--- src/rtl/func_call_unit_pkg.sv ---
// Shared op encodings and field widths for the function-call unit.
package func_call_unit_pkg;

    localparam int FCU_OP_W = 2;

    typedef enum logic [FCU_OP_W-1:0] {
        FCU_ADD      = 2'd0,
        FCU_SUB      = 2'd1,
        FCU_RAND_ADD = 2'd2,
        FCU_XOR      = 2'd3
    } fcu_op_e;

endpackage

--- src/rtl/fcu_rr_arbiter.sv ---
// Round-robin grant: lowest requester at or above ptr_i, wrapping to index 0.
module fcu_rr_arbiter #(
    parameter int CHANNELS = 4,
    parameter int CH_W     = (CHANNELS > 1) ? $clog2(CHANNELS) : 1
) (
    input  logic [CHANNELS-1:0] req_valid_i,
    input  logic [CH_W-1:0]     ptr_i,
    output logic [CHANNELS-1:0] grant_o,
    output logic [CH_W-1:0]     grant_idx_o
);

    logic [CHANNELS-1:0] masked_s;
    logic [CHANNELS-1:0] pick_s;
    logic                found_s;

    // Keep only requesters at or above the pointer.
    always_comb begin
        masked_s = '0;
        for (int i = 0; i < CHANNELS; i++) begin
            masked_s[i] = req_valid_i[i] & (i >= int'(ptr_i));
        end
    end

    // Lowest set bit of the masked set, or of the full set when the mask is empty.
    always_comb begin
        pick_s      = (|masked_s) ? masked_s : req_valid_i;
        grant_o     = '0;
        grant_idx_o = '0;
        found_s     = 1'b0;
        for (int i = 0; i < CHANNELS; i++) begin
            grant_o[i]  = pick_s[i] & ~found_s;
            grant_idx_o = grant_idx_o | (CH_W'(i) & {CH_W{grant_o[i]}});
            found_s     = found_s | pick_s[i];
        end
    end

endmodule

--- src/rtl/func_call_unit.sv ---
// Function-call engine: round-robin arbitration over CHANNELS callers feeding a
// fixed-latency two-operand datapath whose results carry the caller id.
module func_call_unit
    import func_call_unit_pkg::*;
#(
    parameter int WIDTH    = 8,
    parameter int CHANNELS = 4,
    parameter int LATENCY  = 2,
    parameter int CH_W     = (CHANNELS > 1) ? $clog2(CHANNELS) : 1
) (
    input  logic                         clk,
    input  logic                         rst,
    input  logic [CHANNELS-1:0]          req_valid,
    output logic [CHANNELS-1:0]          req_ready,
    input  logic [FCU_OP_W*CHANNELS-1:0] req_op,
    input  logic [WIDTH*CHANNELS-1:0]    req_a,
    input  logic [WIDTH*CHANNELS-1:0]    req_b,
    output logic                         out_valid,
    input  logic                         out_ready,
    output logic [WIDTH-1:0]             out_data,
    output logic                         out_flag,
    output logic [CH_W-1:0]              out_id,
    output logic                         busy
);

    // Result is {flag, data}; the extra top bit is carry for adds and borrow for SUB.
    function automatic logic [WIDTH:0] fcu_compute(input fcu_op_e op,
                                                   input logic [WIDTH-1:0] a,
                                                   input logic [WIDTH-1:0] b);
        logic [WIDTH:0] r;
        case (op)
            FCU_ADD:      r = {1'b0, a} + {1'b0, b};
            FCU_SUB:      r = {1'b0, a} - {1'b0, b};
            FCU_RAND_ADD: r = {{WIDTH{1'b0}}, &a} + {1'b0, b};
            FCU_XOR:      r = {1'b0, a ^ b};
            default:      r = '0;
        endcase
        return r;
    endfunction

    logic [CH_W-1:0]     ptr_q;
    logic [CH_W-1:0]     ptr_d;
    logic [CHANNELS-1:0] grant_s;
    logic [CH_W-1:0]     gidx_s;
    logic                stall_s;
    logic                accept_s;
    fcu_op_e             sel_op_s;
    logic [WIDTH-1:0]    sel_a_s;
    logic [WIDTH-1:0]    sel_b_s;
    logic [WIDTH:0]      res_s;

    // Stage chain: index 0 is the stage-1 input, index LATENCY the output stage.
    logic [LATENCY:0]    vld_c_s;
    logic [LATENCY:0]    flag_c_s;
    logic [WIDTH-1:0]    data_c_s [LATENCY+1];
    logic [CH_W-1:0]     id_c_s   [LATENCY+1];

    fcu_rr_arbiter #(
        .CHANNELS (CHANNELS),
        .CH_W     (CH_W)
    ) u_arb (
        .req_valid_i (req_valid),
        .ptr_i       (ptr_q),
        .grant_o     (grant_s),
        .grant_idx_o (gidx_s)
    );

    assign stall_s   = vld_c_s[LATENCY] & ~out_ready;
    assign req_ready = grant_s & {CHANNELS{~stall_s & ~rst}};
    assign accept_s  = |req_ready;

    assign sel_op_s = fcu_op_e'(req_op[gidx_s*FCU_OP_W +: FCU_OP_W]);
    assign sel_a_s  = req_a[gidx_s*WIDTH +: WIDTH];
    assign sel_b_s  = req_b[gidx_s*WIDTH +: WIDTH];
    assign res_s    = fcu_compute(sel_op_s, sel_a_s, sel_b_s);

    assign vld_c_s[0]  = accept_s;
    assign flag_c_s[0] = res_s[WIDTH];
    assign data_c_s[0] = res_s[WIDTH-1:0];
    assign id_c_s[0]   = gidx_s;

    // Pointer moves just past the granted channel.
    always_comb begin
        if (gidx_s == CH_W'(CHANNELS - 1)) begin
            ptr_d = '0;
        end else begin
            ptr_d = gidx_s + CH_W'(1);
        end
    end

    // Round-robin pointer updates only when a call is accepted.
    always_ff @(posedge clk) begin
        if (rst) begin
            ptr_q <= '0;
        end else if (accept_s) begin
            ptr_q <= ptr_d;
        end
    end

    for (genvar s = 0; s < LATENCY; s++) begin : g_stage
        logic             vld_q;
        logic             flag_q;
        logic [WIDTH-1:0] data_q;
        logic [CH_W-1:0]  id_q;

        // Stage register: the whole pipe freezes while the output is stalled.
        always_ff @(posedge clk) begin
            if (rst) begin
                vld_q  <= 1'b0;
                flag_q <= 1'b0;
                data_q <= '0;
                id_q   <= '0;
            end else if (!stall_s) begin
                vld_q  <= vld_c_s[s];
                flag_q <= flag_c_s[s];
                data_q <= data_c_s[s];
                id_q   <= id_c_s[s];
            end
        end

        assign vld_c_s[s+1]  = vld_q;
        assign flag_c_s[s+1] = flag_q;
        assign data_c_s[s+1] = data_q;
        assign id_c_s[s+1]   = id_q;
    end

    assign out_valid = vld_c_s[LATENCY];
    assign out_flag  = flag_c_s[LATENCY];
    assign out_data  = data_c_s[LATENCY];
    assign out_id    = id_c_s[LATENCY];
    assign busy      = |vld_c_s[LATENCY:1];

endmodule

--- config.mk ---
export PLATFORM = sky130hd
export DESIGN_NAME = func_call_unit
export DESIGN_NICKNAME = d
export VERILOG_FILES = /design/src/rtl/func_call_unit_pkg.sv /design/src/rtl/fcu_rr_arbiter.sv /design/src/rtl/func_call_unit.sv
export SDC_FILE = /design/constraint.sdc
export NUM_CORES = 1
export LEC_CHECK = 0
export CAP_MARGIN = 30
export CORE_UTILIZATION = 55
export CTS_CLUSTER_DIAMETER = 200
export DETAILED_ROUTE_END_ITERATION = 8
export DONT_BUFFER_PORTS = 1
export PLACE_DENSITY = 0.8
export SETUP_SLACK_MARGIN = 0.1
export SLEW_MARGIN = 20
export SYNTH_ARGS = -nofsm -noshare
export SYNTH_HDL_FRONTEND = slang
export SYNTH_SLANG_ARGS = --single-unit
export TNS_END_PERCENT = 30
--- constraint.sdc ---
create_clock -name clk -period 7.2 [get_ports clk]
set_input_delay 1.8 -clock clk [delete_from_list [all_inputs] [get_ports clk]]
set_output_delay 1.8 -clock clk [all_outputs]
set_load 0.005 [all_outputs]
==> run_results.csv, run 1 <==
group,metric,value,unit
status,status,"complete, no violations",
drt,via_per_inst,6.50,
setup_path,rr_startpoint,"ptr_q[0]$_SDFFE_PP0P_",
clock_network,clkSinkCount,26,
clock_network,cts_resized,0,
die,io_pins,96,
die,std_cell_rows,24,
layout,drive_above_1_share,0.0405,
die,die_area,4770,um^2
grt,grt_overflow,0,
grt,grt_usage,0.254,
setup_path,rr_endpoint,"g_stage[0].flag_q$_SDFFE_PP0N_",
logic_synthesis,synth_edf_count,0,
clock_network,h-tree-depth,1,
sta,finalCritPeriodShare,0.776,
worst_hold_path,hp-class,"reg2reg",
logic_synthesis,ys_seq_elements,26,
logic_synthesis,synthArstFlopShare,0,
drt,route.detailed.drc,0,
grt,grt_max_degree,28,
grt,grt_pass1_wl,10200,um
logic_synthesis,synth_top_area_share,0.210,
drt,drt_wl_total,6290,um
die,core_area,4320,um^2
placement,port_buffers,0,
setup_path,arrival,5730,ps
power_and_ir_drop,p_leak,1.07,nW
setup_path,r2r_slack,2710,ps
job,cap_viol_max_count,0,
sta,relSlewSlack,0.391,
sta,slew_violations,0,
placement,place_congestion,0.904,
power_and_ir_drop,p_per_area,275,nW/um^2
layout,fillCellCount,430,
setup_path,cp-start-kind,"primary input",
power_and_ir_drop,p_sw_frac,0.421,
placement,dp_hpwl,5040,um
layout,antenna_cells,0,
logic_synthesis,synth_top_flop_cell,"dfxtp_1",
sta,rsz0062_at_grt,"false",
drt,wire_per_inst,16.9,um
power_and_ir_drop,power.net_switching,0.292,mW
setup_path,path_class,"in2reg",
logic_synthesis,synthTopCellsByArea,"dfxtp_1, ha_1, mux2i_1",
drt,drt_iter0_markers,187,
setup_path,cp-end-kind,"flop",
clock_network,clk_path_buf_depth,2,
logic_synthesis,syn_avg_cell_area,7.38,um^2
sta,setup_viol,0,
sta,tightest_slew,914,ps
grt,antenna_found_initial,0,
logic_synthesis,ys_warn_count,0,
setup_path,worstSetupEndpoint,"g_stage[0].flag_q$_SDFFE_PP0N_",
logic_synthesis,synth.most_common_cell,"nand2_1",
clock_network,clk_latency,270,ps
setup_path,reg2regPathDepth,16,
logic_synthesis,synthCells,335,
logic_synthesis,ys_seq_area_frac,0.210,
clock_network,cts-root-buf,"clkbuf_8",
logic_synthesis,synth_top_area_cell,"dfxtp_1",
power_and_ir_drop,pwr-share-clk,0.133,
logic_synthesis,synth_common_cells,"nand2_1, a21oi_1, nor2_1, dfxtp_1, o21ai_0",
sta,holdWs,453,ps
layout,final_util,0.583,
grt,grt_pass1_vias,2243,
die,die_y,69.1,um
layout,areaGrowthSynthToFinish,1.87,%
clock_network,cts_tree,"yes",
logic_synthesis,synth.distinct_cells,51,
power_and_ir_drop,peakVddDrop,0.113,mV
setup_path,slowest_delay,600,ps
power_and_ir_drop,power_frac_comb,0.584,
logic_synthesis,syn_nets,432,
sta,skew,6.43,ps
sta,layout_min_cycle_time,5590,ps
clock_network,numCtsBuffers,3,
setup_path,worstPathCellList,"nor2b_1 -> or4_1 -> a21bo_1 -> and2_1 -> o22ai_1 -> o311a_1 -> a211oi_1 -> ha_1 -> fa_1 -> a211oi_1 -> o21bai_1 -> a21oi_1 -> nor2b_1 -> o21ai_0 -> nor4b_1 -> a2111oi_1",
layout,final_nets,419,
setup_path,critPathSlowestCell,"or4_1",
clock_network,hold_buffers,0,
sta,fmax,179,MHz
power_and_ir_drop,p_int,0.401,mW
die,die_x,69.1,um
clock_network,post-cts-setup-buffers,0,
power_and_ir_drop,total_power,0.693,mW
drt,dr_total_vias,2423,
sta,hold_violations,0,
setup_path,path_max_fanout,9,
power_and_ir_drop,seq_power_share,0.283,
die,start_util,0.572,
setup_path,cp.required,7340,ps
clock_network,path_clk_slew,80,ps
setup_path,crit_start,"req_valid[0]",
sta,finalSetupTns,0,ps
drt,antenna_left,0,
logic_synthesis,synth_area,2470,um^2
drt,dr.pass1.iters,5,
-- layout make-up --
type / count / area (um^2) / share of cell area
multi-input combinational: 275 / 1810 / 0.719
sequential: 26 / 520 / 0.207
tap: 52 / 65.1 / 0.0258
clock buffer: 4 / 55.1 / 0.0218
inverter: 14 / 52.6 / 0.0209
timing repair buffer: 2 / 15.0 / 0.00596
-- worst min path at each step --
stage / start / end / slack, ps / cells after the start
2_1_floorplan: g_stage[0].id_q[1]$_SDFFE_PP0N_ / g_stage[0].id_q[1]$_SDFFE_PP0N_ / 430 / 2
3_3_place_gp: g_stage[0].data_q[2]$_SDFFE_PP0N_ / out_data[2]$_SDFFE_PP0N_ / 440 / 2
3_5_place_dp: g_stage[0].flag_q$_SDFFE_PP0N_ / out_flag$_SDFFE_PP0N_ / 440 / 2
4_1_cts: g_stage[0].flag_q$_SDFFE_PP0N_ / out_flag$_SDFFE_PP0N_ / 450 / 2
5_1_grt: g_stage[0].flag_q$_SDFFE_PP0N_ / out_flag$_SDFFE_PP0N_ / 470 / 2
6_report: g_stage[0].flag_q$_SDFFE_PP0N_ / out_flag$_SDFFE_PP0N_ / 450 / 2
-- state kept, by name, summed over array words and instances (netlist names) --
register        flops
g_stage.id_q        2
ptr_q               2
out_data            8
g_stage.vld_q       1
out_valid           1
out_id              2
g_stage.data_q      8
out_flag            1
g_stage.flag_q      1
-- layer usage --
layer	vias up	GRT usage	wire (um)
li1	1190	-	-
met2	123	0.450	3030
met1	1093	0.322	2690
met5	-	0	0
met3	17	0.0292	424
met4	0	0.0726	146
-- power by group through the flow --
| stage | Combinational [mW] | Clock, mW | Sequential (mW) |
|---|---|---|---|
| 2_1_floorplan | 0.331 | 0 | 0.193 |
| 3_3_place_gp | 0.390 | 0 | 0.199 |
| 3_5_place_dp | 0.397 | 0 | 0.200 |
| 4_1_cts | 0.400 | 0.0925 | 0.196 |
| 5_1_grt | 0.451 | 0.0970 | 0.200 |
| 6_report | 0.405 | 0.0923 | 0.196 |
-- worst max-delay path, delay by kind of cell --
family	cells	cell delay (ps)
adders and majority gates	2	700
and+or+nand+nor	5	1220
AOI/OAI and AO/OA	9	2010
-- cell families (layout without fill, tap and decap cells) --
group / Yosys count / after routing / synth area share
mux: 19 / 19 / 0.0784
buf+inv: 34 / 20 / 0.0572
fa+ha+maj: 18 / 18 / 0.0971
flops: 26 / 26 / 0.210
compound gates: 109 / 109 / 0.294
xor+xnor: 8 / 8 / 0.0283
simple gates: 121 / 121 / 0.235
-- cell usage in the layout, fill, tap and decap left out, types with 4 or more instances in the layout --
| cell | instances |
|---|---|
| a21o_1 | 10 |
| nand2b_1 | 5 |
| a22oi_1 | 8 |
| o22ai_1 | 10 |
| a211oi_1 | 7 |
| nor2b_1 | 12 |
| nand2_1 | 36 |
| nand3_1 | 10 |
| dfxtp_1 | 26 |
| nor2_1 | 29 |
| o21ai_0 | 18 |
| a21oi_1 | 30 |
| xnor2_1 | 6 |
| nor3_1 | 7 |
| ha_1 | 16 |
| inv_1 | 14 |
| and2_1 | 6 |
| mux2i_1 | 16 |
| clkbuf_8 | 4 |
-- per-stage QoR --
step                setup slack [ps]  instances  cell area (um^2)
detailed placement              1410        369              2460
finish                          1610        373              2520
floorplan                       1720        335              2470
global route                    1200        373              2520
CTS                             1670        373              2520
global placement                1520        369              2460
(Power assumes the default switching activity.)
==> run 2: changes to the inputs <==
Settings changed: PLACE_DENSITY 0.8 to 0.83.
Clock period 7.2 ns to 5.09 ns, I/O delays scaled along.
==> run_results.csv, run 2 (synthesis gave the netlist of run 1 again) <==
group,metric,value,unit
status,status,"complete, no violations",
worst_hold_path,holdCritStartpoint,"g_stage[0].data_q[7]$_SDFFE_PP0N_",
sta,finalSetupTns,0,ps
drt,via_per_inst,6.39,
sta,skew,3.23,ps
drt,dr_total_vias,2427,
setup_path,arrival,4790,ps
sta,fin_ws,435,ps
grt,grt_usage,0.269,
power_and_ir_drop,seq_power_share,0.280,
layout,final_cell_area,2580,um^2
clock_network,clkSinkCount,26,
power_and_ir_drop,p_leak,1.10,nW
layout,antenna_cells,0,
setup_path,cp-end-kind,"flop",
layout,final_cell_mix,"nand2_1, a21oi_1, nor2_1, dfxtp_1, o21ai_0",
setup_path,rr_startpoint,"ptr_q[1]$_SDFFE_PP0P_",
sta,hold_violations,0,
grt,antenna_found_initial,0,
power_and_ir_drop,peakVddDrop,0.186,mV
power_and_ir_drop,power.net_switching,0.411,mW
sta,relSlewSlack,0.407,
clock_network,clk_latency,260,ps
clock_network,clk_path_buf_depth,2,
die,start_util,0.572,
sta,holdWs,455,ps
drt,dr.pass1.iters,4,
grt,grt_pass1_vias,2381,
placement,dp_hpwl,5180,um
die,core_area,4320,um^2
layout,instances_no_fill,380,
grt,grt_pass1_wl,10700,um
drt,route.detailed.drc,0,
sta,setup_viol,0,
sta,layout_min_cycle_time,4650,ps
clock_network,path_clk_slew,80,ps
placement,placed_area,2500,um^2
setup_path,cp.required,5230,ps
layout,final_nets,426,
clock_network,h-tree-depth,1,
die,die_area,4770,um^2
sta,finalCritPeriodShare,0.915,
sta,rsz0062_at_grt,"false",
job,cap_viol_max_count,0,
power_and_ir_drop,p_sw_frac,0.415,
layout,areaGrowthSynthToFinish,4.15,%
placement,dp.cells,374,
placement,port_buffers,0,
sta,tightest_slew,890,ps
layout,fillCellCount,434,
grt,grt_max_degree,28,
setup_path,path_class,"in2reg",
grt,grt_overflow,0,
power_and_ir_drop,power_frac_comb,0.592,
power_and_ir_drop,p_per_area,385,nW/um^2
setup_path,crit_start,"req_valid[0]",
die,std_cell_rows,24,
die,io_pins,96,
clock_network,numCtsBuffers,3,
worst_hold_path,hp-class,"reg2reg",
drt,drt_iter0_markers,152,
drt,wire_per_inst,17.0,um
layout,final_common_cell,"nand2_1",
setup_path,path_max_fanout,9,
drt,antenna_left,0,
sta,fmax,215,MHz
placement,place_congestion,0.925,
layout,drive_above_1_share,0.0671,
sta,slew_violations,0,
die,die_x,69.1,um
drt,drt_wl_total,6460,um
clock_network,cts-root-buf,"clkbuf_8",
die,die_y,69.1,um
power_and_ir_drop,p_int,0.580,mW
clock_network,cts_tree,"yes",
placement,dp_slack,171,ps
setup_path,cp-start-kind,"primary input",
power_and_ir_drop,pwr-share-clk,0.128,
-- run 2: final cells by class --
| class | instances | area (um^2) | area share |
|---|---|---|---|
| Tap cell | 52 | 65.1 | 0.0253 |
| Multi-Input combinational cell | 275 | 1820 | 0.705 |
| Clock buffer | 4 | 55.1 | 0.0214 |
| Sequential cell | 26 | 520 | 0.202 |
| Timing Repair Buffer | 9 | 67.6 | 0.0262 |
| Inverter | 14 | 52.6 | 0.0204 |
-- run 2: metrics by stage --
step,utilization,power [mW]
after floorplan,-,0.741
after global placement,0.579,0.839
after detailed placement,0.579,0.850
after CTS,0.591,0.984
after global routing,0.596,1.08
final,0.596,0.991
-- run 2: per-layer routing --
metal  wire, um  global-route usage
met1       2860               0.337
met5          0                   0
met2       3170               0.478
met3        373              0.0278
met4         51              0.0907
-- run 2: what timing repair did --
| item | in CTS | in global routing |
|---|---|---|
| resized for setup | 0 | 2 |
| endpoints found under the setup margin | 0 | 1 |
| buffers inserted | 0 | 2 |
| hold endpoints to repair | 0 | 0 |
| hold buffers | 0 | 0 |
-- run 2: power groups by stage --
stage / Combinational (mW) / Sequential [mW] / Clock [mW]
detailed placement: 0.567 / 0.283 / 0
finish: 0.587 / 0.278 / 0.127
floorplan: 0.468 / 0.273 / 0
global placement: 0.558 / 0.281 / 0
CTS: 0.573 / 0.278 / 0.133
global route: 0.660 / 0.283 / 0.135
-- run 2: worst paths after layout --
| check | endpoint | cells past startpoint | slack, ps |
|---|---|---|---|
| worst max-delay path | g_stage[0].flag_q$_SDFFE_PP0N_ | 14 | 440 |
| worst min-delay path | out_data[7]$_SDFFE_PP0N_ | 2 | 450 |
| worst max register to register | g_stage[0].flag_q$_SDFFE_PP0N_ | 15 | 990 |
| worst min register to register | out_data[7]$_SDFFE_PP0N_ | 2 | 450 |
-- run 2: worst max-delay path, stage by stage --
cell       delay, ps
nor2b_1          120
or4_1            600
and2_1           330
nand2_1          250
o22ai_1          110
a21o_1           190
ha_1             310
nor2b_1          140
o21ai_0          280
a21oi_1          150
o21ai_0          170
a21boi_0         100
or3_1            320
a2111oi_1        440
